==> src/rtl/bus_timer_if.sv <==
// bus_timer_if -- CPU-side register bus between the 6502 page decode and the
// bus_timer responder.
//
// Signals:
//   cs    chip select from the page decode
//   we    write enable (1 = write)
//   rs    register select, CPU_AB[1:0]
//   din   CPU write data
//   dout  registered read data from the timer
//   irq   level interrupt request from the timer
//
// Modports:
//   master  the CPU / decode side; drives cs, we, rs, din
//   slave   the timer side; drives dout, irq
interface bus_timer_if;
    logic       cs;
    logic       we;
    logic [1:0] rs;
    logic [7:0] din;
    logic [7:0] dout;
    logic       irq;

    modport master (
        output cs,
        output we,
        output rs,
        output din,
        input  dout,
        input  irq
    );

    modport slave (
        input  cs,
        input  we,
        input  rs,
        input  din,
        output dout,
        output irq
    );
endinterface

==> src/rtl/bus_timer.sv <==
// bus_timer -- memory-mapped 16-bit interval timer on the 6502 CPU bus.
//
// A prescaler divides clk into ticks and a 16-bit down-counter decrements on
// each tick. When a tick finds the counter at zero the zero flag is set; in
// auto-reload mode the counter is refilled from the latch, in one-shot mode
// the timer disables itself. irq is the level zf & ie.
//
// Register map (rs):
//   0  W: latch[7:0]               R: count[7:0] (also snapshots count[15:8])
//   1  W: latch[15:8] and load     R: snapshotted high byte
//   2  W: CTRL {ie, cont, en}      R: {5'b0, ie, cont, en}
//   3  W: bit7 = 1 clears zf       R: {zf, 6'b0, en}
//
// Ports:
//   clk    system / CPU clock
//   reset  synchronous, active-high reset
//   bus    slave side of bus_timer_if (cs, we, rs, din, dout, irq)
//
// Parameters:
//   PRESCALE  clk cycles per counter tick (>= 1)
module bus_timer #(
    parameter int PRESCALE = 16
) (
    input  logic        clk,
    input  logic        reset,
    bus_timer_if.slave  bus
);

    // Prescaler width is kept at least one bit so PRESCALE = 1 still elaborates;
    // in that case the prescaler simply sits at 0 and every enabled cycle ticks.
    localparam int            PW     = (PRESCALE > 1) ? $clog2(PRESCALE) : 1;
    localparam logic [PW-1:0] PS_MAX = PW'(PRESCALE - 1);

    logic [15:0]   latch;
    logic [15:0]   count;
    logic [7:0]    hi_snap;
    logic          en;
    logic          cont;
    logic          ie;
    logic          zf;
    logic [PW-1:0] prescaler;
    logic [7:0]    dout_q;

    logic          wr_lo;
    logic          wr_load;
    logic          wr_ctrl;
    logic          wr_clr;
    logic          rd_lo;
    logic          tick;
    logic          tick_eff;
    logic          underflow;
    logic [7:0]    rdata;

    // Bus decode. Nothing happens without cs, including the read side effect.
    always_comb begin
        wr_lo   = 1'b0;
        wr_load = 1'b0;
        wr_ctrl = 1'b0;
        wr_clr  = 1'b0;
        rd_lo   = 1'b0;
        if (bus.cs) begin
            if (bus.we) begin
                unique case (bus.rs)
                    2'd0: wr_lo   = 1'b1;
                    2'd1: wr_load = 1'b1;
                    2'd2: wr_ctrl = 1'b1;
                    2'd3: wr_clr  = bus.din[7];
                endcase
            end else begin
                rd_lo = (bus.rs == 2'd0);
            end
        end
    end

    // A tick is swallowed by a load write (the load wins) and by a CTRL write
    // that turns the timer off in the same cycle.
    always_comb begin
        tick      = en && (prescaler == PS_MAX);
        tick_eff  = tick && !wr_load && !(wr_ctrl && !bus.din[0]);
        underflow = tick_eff && (count == 16'd0);
    end

    // Read mux; sampled into dout every cycle regardless of cs.
    always_comb begin
        rdata = 8'h00;
        unique case (bus.rs)
            2'd0: rdata = count[7:0];
            2'd1: rdata = hi_snap;
            2'd2: rdata = {5'b0, ie, cont, en};
            2'd3: rdata = {zf, 6'b0, en};
        endcase
    end

    // Prescaler: held at 0 while disabled, restarted by a load write so the
    // first decrement after a load is a full PRESCALE period away.
    always_ff @(posedge clk) begin
        if (reset) begin
            prescaler <= '0;
        end else if (wr_load || !en) begin
            prescaler <= '0;
        end else if (prescaler == PS_MAX) begin
            prescaler <= '0;
        end else begin
            prescaler <= prescaler + PW'(1);
        end
    end

    // Latch and down-counter. Writing the low latch byte never touches count;
    // it only takes effect on the next load write or auto-reload.
    always_ff @(posedge clk) begin
        if (reset) begin
            latch <= 16'h0000;
            count <= 16'h0000;
        end else begin
            if (wr_lo) begin
                latch[7:0] <= bus.din;
            end
            if (wr_load) begin
                latch[15:8] <= bus.din;
                count       <= {bus.din, latch[7:0]};
            end else if (tick_eff) begin
                if (count != 16'd0) begin
                    count <= count - 16'd1;
                end else if (cont) begin
                    count <= latch;
                end
            end
        end
    end

    // Control bits. A CTRL write beats the one-shot auto-disable.
    always_ff @(posedge clk) begin
        if (reset) begin
            en   <= 1'b0;
            cont <= 1'b0;
            ie   <= 1'b0;
        end else if (wr_ctrl) begin
            en   <= bus.din[0];
            cont <= bus.din[1];
            ie   <= bus.din[2];
        end else if (underflow && !cont) begin
            en <= 1'b0;
        end
    end

    // Zero flag: a set from underflow beats a simultaneous clear write.
    always_ff @(posedge clk) begin
        if (reset) begin
            zf <= 1'b0;
        end else if (underflow) begin
            zf <= 1'b1;
        end else if (wr_clr) begin
            zf <= 1'b0;
        end
    end

    // Reading the low byte freezes the high byte so lo-then-hi is coherent.
    always_ff @(posedge clk) begin
        if (reset) begin
            hi_snap <= 8'h00;
            dout_q  <= 8'h00;
        end else begin
            if (rd_lo) begin
                hi_snap <= count[15:8];
            end
            dout_q <= rdata;
        end
    end

    assign bus.dout = dout_q;
    assign bus.irq  = zf & ie;

endmodule

==> src/flat_wrapper.sv <==
// flat-port wrapper written by rule: the top's interface ports become plain ports
module bus_timer_flat 
#(
    parameter int PRESCALE = 16
)
  (clk, reset, bus_cs, bus_we, bus_rs, bus_din, bus_dout, bus_irq);
  bus_timer_if bus_i ();
  input  logic clk;
  input  logic reset;
  input wire logic [$bits(bus_i.cs)-1:0] bus_cs;
  input wire logic [$bits(bus_i.we)-1:0] bus_we;
  input wire logic [$bits(bus_i.rs)-1:0] bus_rs;
  input wire logic [$bits(bus_i.din)-1:0] bus_din;
  output wire logic [$bits(bus_i.dout)-1:0] bus_dout;
  output wire logic [$bits(bus_i.irq)-1:0] bus_irq;
  assign bus_i.cs = bus_cs;
  assign bus_i.we = bus_we;
  assign bus_i.rs = bus_rs;
  assign bus_i.din = bus_din;
  assign bus_dout = bus_i.dout;
  assign bus_irq = bus_i.irq;
  bus_timer #(.PRESCALE(PRESCALE)) u_core (.clk(clk), .reset(reset), .bus(bus_i));
endmodule
==> config.mk <==
export PLATFORM = sky130hd
export DESIGN_NAME = bus_timer_flat
export DESIGN_NICKNAME = d
export VERILOG_FILES = /design/src/rtl/bus_timer_if.sv /design/src/rtl/bus_timer.sv /design/src/flat_wrapper.sv
export SDC_FILE = /design/constraint.sdc
export NUM_CORES = 1
export LEC_CHECK = 0
export CORE_MARGIN = 2
export CORE_UTILIZATION = 35
export DETAILED_ROUTE_END_ITERATION = 16
export GPL_TIMING_DRIVEN = 0
export REMOVE_ABC_BUFFERS = 1
export SETUP_SLACK_MARGIN = 0.02
export SLEW_MARGIN = 15
export SYNTH_ARGS = -nofsm -noshare
export SYNTH_HDL_FRONTEND = slang
export SYNTH_SLANG_ARGS = --single-unit
==> constraint.sdc <==
create_clock -name clk -period 2.85 [get_ports clk]
set_input_delay 0.7125 -clock clk [delete_from_list [all_inputs] [get_ports clk]]
set_output_delay 0.7125 -clock clk [all_outputs]
set_load 0.005 [all_outputs]
; ---- Word-level counts from Yosys, hierarchy flattened
; Cells that the tools add are included.
[op_classes]
n_addsub = 2
n_mul = 0
div = 0
n_lt_le_gt_ge = 0
n_eq_ne = 4
shift = 0
n_mux = 23
bitwise_logic = 1
reduce_logical = 21
[ops]
columns = cell, count
row1 = 16-bit 2-to-1 mux, 4
row2 = 8-bit case mux with 4 select lines, 1
row3 = 1-bit 2-to-1 mux, 18
row4 = 16-bit zero test, 1
row5 = 16-bit nonzero test, 1
row6 = "16-bit by 1-bit subtractor with 16-bit output, second input constant", 1
row7 = 1-bit logical AND, 6
row8 = 2-bit nonzero test, 3
row9 = 1-bit zero test, 5
row10 = "4-bit by 1-bit adder with 4-bit output, second input constant", 1
row11 = "2-bit equality test, second input constant", 2
row12 = "4-bit equality test, second input constant", 1
row13 = 3-bit nonzero test, 1
row14 = 3-bit OR reduction, 1
row15 = "2-bit by 1-bit equality test with 1-bit output, second input constant", 1
row16 = 2-bit zero test, 1
row17 = 2-bit AND reduction, 1
row18 = 1-bit AND, 1
row19 = 1-bit logical OR, 1
[word_totals]
reg_bits = 56
latchBits = 0
mem_bits_rw = 0
romBits = 0
inputBits = 14
output_inout_bits = 9
elab_cells = 61
mem_count = 0

; ---- Longest topological paths before layout
[depth]
depth_word = 11
mapped_depth = 9
mapped_depth_nobuf = 7

; ---- Worst setup path after synthesis
; OpenSTA, ideal clock, no wires.
[synth_path]
path_kind = reg-to-reg
start = register u_core.count[0]
end = register u_core.en
arrival_time_ps = 2267
setup_slack_ps = 455
stages_incl_launch_ff = 10
period_less_slack_ps = 2395
path_cell_list = dfxtp_1 -> inv_1 -> ha_1 -> or4b_1 -> clkbuf_1 -> or4_4 -> buf_6 -> o31a_1 -> mux2i_1 -> nor2_1
[synth_between]
elab_chain_len = 4
[synth_lines]
columns = element, line
row1 = start: declaration, bus_timer.sv:35  ; logic [15:0] count;
row2 = start signal: assignment, bus_timer.sv:120  ; count <= {bus.din, latch[7:0]};
row3 = start signal: assignment, bus_timer.sv:123  ; count <= count - 16'd1;
row4 = start signal: assignment, bus_timer.sv:125  ; count <= latch;
row5 = 16-bit zero test, bus_timer.sv:80  ; underflow = tick_eff && (count == 16'd0);
row6 = 1-bit logical AND, bus_timer.sv:80
row7 = 1-bit logical AND, bus_timer.sv:141  ; end else if (underflow && !cont) begin
row8 = 2-bit nonzero test (no line), n/a
row9 = end signal: assignment, bus_timer.sv:138  ; en <= bus.din[0];
row10 = end: declaration, bus_timer.sv:37  ; logic en;
; No other way between the ends.
; A chain may end at the register's enable or synchronous reset.

; ---- Final worst setup path
[layout_path]
start = register u_core.count[0]
end = register u_core.count[0]
[layout_between]
elab_chain_len = 4
elab_cells_between_ends = 7
[layout_lines]
columns = element, line
row1 = 16-bit by 1-bit subtractor with 16-bit output or 16-bit nonzero test (tied branches), "bus_timer.sv:123, bus_timer.sv:122"
row2 = 16-bit 2-to-1 mux, bus_timer.sv:122  ; if (count != 16'd0) begin
row3 = 16-bit 2-to-1 mux, bus_timer.sv:121  ; end else if (tick_eff) begin
row4 = 16-bit 2-to-1 mux, bus_timer.sv:118  ; if (wr_load) begin
; Parallel ways exist; a longest one is shown, timed or not. The select of a mux whose other input is x is not followed.

==> metrics.md <==
| Metric | Value |
|---|---|
| Status | `finished clean` |
| # fillers | `~700` |
| Nets | `355` |
| # DRC | `0` |
| Yosys reg bits | `56` |
| Final min period | `2.66 ns` |
| Max-cap check violation count | `0` |
| Finished Core Util | `42.5%` |
| CP Class | `reg -> reg` |
| Top FF cell, synth | `dfxtp_1` |
| First-pass GRT wire length | `between 10000 and 15000 um` |
| Largest family of logic cells by synthesized area | `simple AND/OR/NAND/NOR gates` |
| Core area | `7330 um^2` |
| Die Height | `roughly 92 um` |
| First-iteration detailed-routing DRC count | `222` |
| Yosys top cell by area | `dfxtp_1` |
| Initial core utilization | `36.7%` |
| Worst setup EP type | `flop` |
| Largest net degree at the start of global routing | `36` |
| EDFF count, synth | `0` |
| Layout cells sized above 1 | `~8.0%` |
| Number of port buffers | `22` |
| VDD IR max | `0.193 mV` |
| Worst slack, placed | `-1.32 ns` |
| Post-Synth Simple-Gate Area | `23.1%` |
| Hold crit path type | `reg -> reg` |
| CTS tree | `yes` |
| Post-Synth Adder-Cell Area | `1.40%` |
| Critical Path AT | `2.87 ns` |
| DP Wirelength | `between 4000 and 5000 um` |
| Final WS setup | `0.188 ns` |
| Sequential-to-total area share from yosys stat | `roughly two fifths` |
| Pre-antenna DRT Iters | `4` |
| Die ar. | `between 8000 and 9000 um^2` |
| # H-tree levels | `2` |
| Worst hold slack | `between 0.4 and 0.5 ns` |
| Final period util | `about 93%` |
| Top-count cell post-synth | `dfxtp_1` |
| Data required, critical path | `3.06 ns` |
| Slew Limit Headroom | `49.1%` |
| Worst r2r path cells | `7` |
| Reg-to-reg critical path endpoint | `u_core.count[0]` |
| Setup slack, reg-to-reg | `0.19 ns` |
| Fin cells | `~440` |
| TritonCTS sink count | `56` |
| WL final | `~7400 um` |
| Clock buffer depth | `2` |
| Maximum fanout along the worst path | `11` |
| Commonest cells in the netlist | `dfxtp_1, nand2_1, nor2_1` |
| Fmax | `0.376 GHz` |
| I/O Pins | `23` |
| DR vias | `2476` |
| Type of origin of the critical path | `flop` |
| Final Max Tran Viols | `0` |
| Root buf cell | `clkbuf_8` |
| Area delta synth->final | `15.9%` |
| Mux cell area share after synthesis | `7.12%` |
| Async S/R FF share, synth | `0%` |
| Slew @ Worst Pin | `approximately 0.76 ns` |
| Setup violations, final | `0` |
| Die W | `91.7 um` |
| Unrepaired setup endpoints after global routing | `no` |
| GR Overflow Total | `0` |
| Setup_tns | `0 ns` |
| Distinct cells, synth | `54` |
| Final Hold Vio Count | `0` |
| GRT Total Usage | `between 10% and 20%` |
| Layout Skew | `0.00552 ns` |
| Vias in the first global route | `2394` |
| Synthesized netlist cell count | `325` |
| Mean Syn Cell Area | `8.28 um^2` |
| Post-route ant nets | `0` |
| Critical path launch point | `u_core.count[0]` |
| Area contributors post-synth | `dfxtp_1, mux2i_1, a21oi_1` |
| GP Congestion | `~0.8` |
| Synth Cell Area | `2690 um^2` |
| Synth warn | `0` |
| Via density | `5.65` |
| Clock transition at path regs | `roughly 0.10 ns` |
| Lkg Pwr | `1.11 nW` |
| Reg-to-Reg Start | `u_core.count[0]` |
| WL per Instance | `roughly 17 um` |
| PD cells | `512 nW/um^2` |
| Antenna violations before repair | `0` |
| Row count | `31` |
| Compound-gate portion of the synthesized area | `20.5%` |
| Antenna diode count | `0` |
| XOR/XNOR share of the synthesized area | `1.30%` |
| Crit path to | `u_core.count[0]` |
| # hold bufs at CTS | `0` |
| Yosys top cell area share | `41.7%` |
| Worst-skew pair later-pin latency | `roughly 0.31 ns` |
| Placed cell count | `426` |
| CTS Buf Count | `5` |
## stage by stage
stage          cell area (um^2)  total power [mW]
3_3_place_gp               2940              1.14
4_1_cts                    3080              1.58
3_5_place_dp               2980              1.15
5_1_grt                    3120              1.67
6_report                   3120              1.60
2_1_floorplan              2600              1.03
## final cells by class
| type | instances | area, um^2 | share of cell area, % |
|---|---|---|---|
| Multi-Input combinational cell | 238 | 1490 | 47.7 |
| Sequential cell | 56 | 1120 | 36.0 |
| Timing Repair Buffer | 27 | 260 | 8.35 |
| Tap cell | 99 | 124 | 3.97 |
| Clock buffer | 5 | 68.8 | 2.21 |
| Inverter | 10 | 37.5 | 1.20 |
| Clock inverter | 3 | 18.8 | 0.602 |
## worst max-delay path, stage by stage (launching register included)
cell,delay (ns)
dfxtp_1,0.36
inv_1,0.20
ha_1,0.19
or4b_4,0.55
or4_4,0.63
nand2_2,0.19
a211oi_1,0.11
a2111oi_2,0.33
## kinds of logic (layout without fill, tap and decap cells)
logic type,count (synthesis),in the layout
xor+xnor,4,4
compound gates,84,84
mux,19,19
simple gates,127,128
flops,56,56
fa+ha+maj,3,3
buf+inv,32,45
## layer usage
layer  track usage (%)  share of wire [%]
met5                 0                  0
met4              5.93                2.0
met3              2.88                6.4
met2              29.5                 47
met1              24.9                 44
## repair_timing
action                     4_1_cts  5_1_grt
gates resized for setup          5        6
buffers inserted                 1        2
setup endpoints to repair       22       16
pin swaps                        1        0
gates cloned                     1        0
## registers in the layout, indices dropped and copies added, names as in the netlist
name	flops
u_core.hi_snap	8
u_core.prescaler	4
u_core.bus.dout	8
u_core.count	16
u_core.zf	1
u_core.latch	16
u_core.cont	1
u_core.ie	1
u_core.en	1
## worst min path at each step
| stage | from | to | slack [ns] | cells after the start |
|---|---|---|---|---|
| finish | u_core.latch[10] | u_core.latch[10] | 0.46 | 2 |
| global route | u_core.hi_snap[7] | u_core.hi_snap[7] | 0.49 | 2 |
| CTS | u_core.prescaler[0] | u_core.prescaler[0] | 0.46 | 1 |
| detailed placement | u_core.prescaler[0] | u_core.prescaler[0] | 0.44 | 1 |
| global placement | u_core.prescaler[0] | u_core.prescaler[0] | 0.43 | 1 |
| floorplan | u_core.prescaler[0] | u_core.prescaler[0] | 0.42 | 1 |
## where the power goes
| group | switching (mW) | internal (mW) | total (mW) |
|---|---|---|---|
| clock | 0.266 | 0.172 | 0.439 |
| sequential | 0.0177 | 0.796 | 0.814 |
| combinational | 0.204 | 0.138 | 0.343 |
## cells in the final DEF (no fill, tap or decap), drive strengths merged, types with 2 or more instances in the layout
| master | n |
|---|---|
| a211oi | 3 |
| a211o | 2 |
| nand2 | 41 |
| a21oi | 35 |
| o31a | 2 |
| and3 | 3 |
| or3 | 3 |
| nor3 | 7 |
| nand2b | 2 |
| clkinv | 3 |
| a311oi | 2 |
| mux2i | 18 |
| o211ai | 2 |
| nand4 | 4 |
| clkbuf | 6 |
| nand4b | 3 |
| ha | 3 |
| o21a | 4 |
| buf | 6 |
| nor4b | 2 |
| clkdlybuf4s50 | 19 |
| a31oi | 4 |
| o221ai | 2 |
| dfxtp | 56 |
| xnor2 | 3 |
| nor2 | 36 |
| a21boi | 2 |
| o32ai | 8 |
| or4 | 4 |
| nand3 | 9 |
| inv | 10 |
| nor4 | 7 |
| o21ai | 10 |
No activity file was read; power rests on OpenSTA's default activity.
